$ cat config.mk
export PLATFORM = sky130hd
export DESIGN_NAME = axis_round_robin_demux
export DESIGN_NICKNAME = d
export VERILOG_FILES = /design/src/rtl/axis_round_robin_demux.sv
export SDC_FILE = /design/constraint.sdc
export NUM_CORES = 1
export LEC_CHECK = 0
export ABC_AREA = 1
export CAP_MARGIN = 20
export CORE_AREA = 2 2 144 146
export CTS_BUF_LIST = sky130_fd_sc_hd__clkbuf_4 sky130_fd_sc_hd__clkbuf_8 sky130_fd_sc_hd__clkbuf_16
export DETAILED_ROUTE_END_ITERATION = 10
export DIE_AREA = 0 0 146 148
export GPL_ROUTABILITY_DRIVEN = 0
export SLEW_MARGIN = 20
export SYNTH_ARGS = -nofsm -noshare
export SYNTH_HDL_FRONTEND = slang
export SYNTH_SLANG_ARGS = --single-unit
export TNS_END_PERCENT = 100
$ cat constraint.sdc
create_clock -name clk_i -period 2.55 [get_ports clk_i]
set_clock_uncertainty 0.15 [all_clocks]
set_input_delay 0.6375 -clock clk_i [delete_from_list [all_inputs] [get_ports clk_i]]
set_output_delay 0.6375 -clock clk_i [all_outputs]
set_load 0.1 [all_outputs]
$ cat src/rtl/axis_round_robin_demux.sv
// Packet-level 1-to-CHANNEL_NUM AXI4-Stream round-robin distributor with one registered output stage.
// Optional per-channel packet counters are enabled by defining AXIS_RR_DEMUX_PKT_CNT_EN.
module axis_round_robin_demux #(
   parameter int unsigned DATA_WIDTH  = 32,
   parameter int unsigned CHANNEL_NUM = 8,
   parameter int unsigned CNT_WIDTH   = 16,
   localparam int unsigned TKEEP_WIDTH = DATA_WIDTH / 8
) (
   input  logic                               clk_i,
   input  logic                               arstn_i,
   input  logic [CHANNEL_NUM-1:0]             en_i,
   output logic [CHANNEL_NUM-1:0]             sel_o,
   input  logic                               s_axis_tvalid,
   output logic                               s_axis_tready,
   input  logic [DATA_WIDTH-1:0]              s_axis_tdata,
   input  logic [TKEEP_WIDTH-1:0]             s_axis_tkeep,
   input  logic                               s_axis_tlast,
   output logic [CHANNEL_NUM-1:0]             m_axis_tvalid,
   input  logic [CHANNEL_NUM-1:0]             m_axis_tready,
   output logic [CHANNEL_NUM*DATA_WIDTH-1:0]  m_axis_tdata,
   output logic [CHANNEL_NUM*TKEEP_WIDTH-1:0] m_axis_tkeep,
   output logic [CHANNEL_NUM-1:0]             m_axis_tlast
`ifdef AXIS_RR_DEMUX_PKT_CNT_EN
   ,
   output logic [CHANNEL_NUM*CNT_WIDTH-1:0]   pkt_cnt_o
`endif
);

   localparam int unsigned PTR_W = $clog2(CHANNEL_NUM);

   if (DATA_WIDTH % 8 != 0 || CHANNEL_NUM < 2 || CHANNEL_NUM > 32 || CNT_WIDTH < 1)
   begin : g_param_check
      $error("axis_round_robin_demux: invalid parameter set");
   end

   typedef enum logic {StIdle, StActive} state_t;

   state_t                   state_q, state_d;
   logic [PTR_W-1:0]         ptr_q, ptr_d;
   logic [PTR_W-1:0]         grant_q, grant_d;
   logic [PTR_W-1:0]         pick;
   logic [PTR_W-1:0]         grant_inc;
   logic                     found;
   logic                     valid_q;
   logic [PTR_W-1:0]         dst_q;
   logic [DATA_WIDTH-1:0]    data_q;
   logic [TKEEP_WIDTH-1:0]   keep_q;
   logic                     last_q;
   logic                     pop;
   logic                     accept;

   // First enabled channel at or after ptr_q, wrapping around.
   always_comb begin
      pick  = ptr_q;
      found = 1'b0;
      for (int k = 0; k < int'(CHANNEL_NUM); k++) begin
         if (!found && en_i[(int'(ptr_q) + k) % int'(CHANNEL_NUM)]) begin
            found = 1'b1;
            pick  = PTR_W'((int'(ptr_q) + k) % int'(CHANNEL_NUM));
         end
      end
   end

   assign grant_inc = (grant_q == PTR_W'(CHANNEL_NUM - 1)) ? '0 : grant_q + 1'b1;
   assign pop       = valid_q && m_axis_tready[dst_q];
   assign accept    = (state_q == StActive) && s_axis_tvalid && s_axis_tready;

   always_ff @(posedge clk_i or negedge arstn_i) begin
      if (!arstn_i) begin
         state_q <= StIdle;
         ptr_q   <= '0;
         grant_q <= '0;
      end else begin
         state_q <= state_d;
         ptr_q   <= ptr_d;
         grant_q <= grant_d;
      end
   end

   always_comb begin
      state_d       = state_q;
      ptr_d         = ptr_q;
      grant_d       = grant_q;
      s_axis_tready = 1'b0;
      sel_o         = '0;
      unique case (state_q)
         StIdle: begin
            if (|en_i) begin
               state_d = StActive;
               grant_d = pick;
            end
         end
         StActive: begin
            // The single-entry output stage can take a beat whenever it empties this cycle.
            s_axis_tready  = !valid_q || pop;
            sel_o[grant_q] = 1'b1;
            if (s_axis_tvalid && s_axis_tready && s_axis_tlast) begin
               state_d = StIdle;
               ptr_d   = grant_inc;
            end
         end
         default: state_d = StIdle;
      endcase
   end

   always_ff @(posedge clk_i or negedge arstn_i) begin
      if (!arstn_i) begin
         valid_q <= 1'b0;
         dst_q   <= '0;
         data_q  <= '0;
         keep_q  <= '0;
         last_q  <= 1'b0;
      end else if (accept) begin
         valid_q <= 1'b1;
         dst_q   <= grant_q;
         data_q  <= s_axis_tdata;
         keep_q  <= s_axis_tkeep;
         last_q  <= s_axis_tlast;
      end else if (pop) begin
         valid_q <= 1'b0;
      end
   end

   always_comb begin
      m_axis_tvalid        = '0;
      m_axis_tvalid[dst_q] = valid_q;
   end

   assign m_axis_tdata = {CHANNEL_NUM{data_q}};
   assign m_axis_tkeep = {CHANNEL_NUM{keep_q}};
   assign m_axis_tlast = {CHANNEL_NUM{last_q}};

`ifdef AXIS_RR_DEMUX_PKT_CNT_EN
   logic [CHANNEL_NUM*CNT_WIDTH-1:0] cnt_q;

   always_ff @(posedge clk_i or negedge arstn_i) begin
      if (!arstn_i) begin
         cnt_q <= '0;
      end else begin
         for (int i = 0; i < int'(CHANNEL_NUM); i++) begin
            if (pop && last_q && (dst_q == PTR_W'(i))) begin
               cnt_q[i*CNT_WIDTH +: CNT_WIDTH] <= cnt_q[i*CNT_WIDTH +: CNT_WIDTH] + 1'b1;
            end
         end
      end
   end

   assign pkt_cnt_o = cnt_q;
`endif

endmodule

==> results.md <==
- Register area share after synthesis: 0.257
- Synthesized cell area: 4680 um^2
- Setup CP Type: in2out
- Setup_tns: 0 ns
- Reg-to-reg endpoint: grant_q[2]$_DFFE_PN0P_
- Max-slew violations: 0
- Initial DRT Pass Iterations: 4
- Number of synthesis warnings: 0
- Area Overhead vs Synth: 43.1%
- Setup crit start kind: primary input
- Slew of the pin with the lowest slew margin: 0.608 ns
- Post-DP Area: ~6400 um^2
- Status: complete, no violations
- Port-buffer cells: around 370
- Main synth FF type: dfrtp_1
- Antenna cells: 0
- WL/cell: about 14 um
- Starting density of the core: 0.234
- #FFs+latches synth: 48
- Reg2reg start: ptr_q[0]$_DFFE_PN0P_
- Die span in x: around 150 um
- Hold Violations, Final: 0
- Number of global-route vias before repair: 3428
- CTS H-tree lvls: 2
- Clock sinks: 48
- Max incr delay on CP: about 0.50 ns
- Top delay family on crit path: buffers and inverters
- Die Area: ~22000 um^2
- CTS tree: built
- Share of cells above drive strength 1: 0.514
- Vias post-DR: 3885
- Non-Filler Instances: around 1000
- ANT nets after route: 0
- Post-synth cell types: 36
- Syn_nets: between 700 and 800
- CP Max Fanout: 2
- Setup crit end kind: output port
- Slowest-stage cell, CP: clkdlybuf4s50_1
- Core ar.: roughly 20000 um^2
- Initial antenna violation count: 0
- Synth area leaders: buf_4, dfrtp_1, nand2_1
- HP Class: in2async
- Placed Instances: 1032
- Core Rows: 52
- First-pass GRT wire length: ~20000 um
- Clk_lat worst skew: 0.29 ns
- Average cell area after synthesis: between 7 and 8 um^2
- Cells after Synth: between 600 and 700
- Most common cell in the netlist: buf_4
- F_max: around 400 MHz
- CTS Hold Buffers Added: 0
- All-layer global routing usage: 0.119
- Arr. time, crit path: roughly 1.7 ns
- Critical Path Stages: 6
- Largest area contributor in the netlist: buf_4
- Drt initial violations: 127
- Critical Path RT: between 1.5 and 2 ns
- Final Cell Area: 6700 um^2
- Final Critical Period: roughly 2.5 ns
- Buffer and inverter count on the worst path: 3
- Die Y: ~150 um
- Clk slew on worst S/H paths: 0.06 ns
- R2R setup slack: 0.21 ns
- Total global routing overflow: 0
- I/O pin count: 369
- Post-route core utilization: 0.334
- Layout Nets: 830
- R2R depth: 16
- Post-synth ARST share: 1.00
- Worst slew margin: 0.594
- Root Buffer: clkbuf_16
- Top post-synthesis cells by count: buf_4, nand2_1, dfrtp_1, nand3_1, nor2_1
- Largest net degree at the start of global routing: 26
- DRC: 0
- Cell Chain, Critical Path: clkdlybuf4s50_1, a211oi_2, nor2_2, nand2_1, inv_2, buf_12
- Vias per Instance: approximately 3.7
- EDFF count, synth: 0
- DRT Wirelength: roughly 14000 um
- Hpwl dp: 11500 um
- Max-cap violations: 0
- CTS max path bufs: 2
- Final setup fails: 0
- CTS buffer count: 5
- Period utilization: 0.977
- Yosys top cell area share: 0.419
## timing repair
item | in CTS | in global routing
gates resized for setup | 15 | 13
gates cloned | 0 | 0
endpoints found under the hold margin | 0 | 0
pin swaps | 6 | 3
setup endpoints to repair | 1 | 4
setup buffers | 1 | 0
## sequential cells by signal, summed over array words and instances, names as in the netlist
name     count
valid_q      1
dst_q        3
last_q       1
grant_q      3
state_q      1
data_q      32
ptr_q        3
keep_q       4
## layer usage
layer	global-route usage	wire [um]
met3	0.0259	900
met1	0.144	5560
met5	0	0
met4	0.0248	97
met2	0.218	7630
## metrics by stage
stage	hold WS (ns)	setup WS, ns
global placement	0.361	-0.209
finish	0.200	0.0585
floorplan	0.192	-0.151
CTS	0.226	0.0201
detailed placement	0.372	-0.204
global route	0.247	-0.00833
## how the worst max path moves through the flow
stage,startpoint,to
3_3_place_gp,m_axis_tready[6],s_axis_tready
5_1_grt,ptr_q[2]$_DFFE_PN0P_,grant_q[2]$_DFFE_PN0P_
2_1_floorplan,dst_q[1]$_DFFE_PN0P_,m_axis_tvalid[4]
6_report,m_axis_tready[4],s_axis_tready
3_5_place_dp,m_axis_tready[6],s_axis_tready
4_1_cts,dst_q[2]$_DFFE_PN0P_,s_axis_tready
## logic make-up after synthesis
group	after synthesis	share of synthesized area
adders and majority gates	4	0.0107
buffers and inverters	298	0.452
AOI/OAI and AO/OA	20	0.0273
xor gates and xnor gates	5	0.0126
DFF	48	0.257
and+or+nand+nor	268	0.241
## cell usage in the layout (no fill, tap or decap), drive strengths merged, types with 2 or more instances in the layout
cell / Yosys / layout
dfrtp: 48 / 48
buf: 269 / 336
nor4: 2 / 2
a211oi: 2 / 2
clkdlybuf4s50: 0 / 48
xor2: 2 / 2
o211ai: 2 / 2
clkbuf: 1 / 8
a21oi: 4 / 4
inv: 27 / 27
nand4: 3 / 3
nand2: 196 / 196
xnor2: 3 / 3
nand3b: 2 / 2
ha: 4 / 4
o21ai: 8 / 8
dlygate4sd2: 0 / 6
nor2: 30 / 30
nand3: 34 / 34
## cell type report
class | instances | area (um^2)
Clock buffer | 8 | 154
Fill cell | 2102 | 13300
Inverter | 28 | 108
Multi-Input combinational cell | 297 | 1480
Sequential cell | 48 | 1200
Tap cell | 270 | 338
Timing Repair Buffer | 390 | 3420
Power is not shown: default switching activity piles up to over one toggle a cycle in this logic, so the estimate is an artifact.
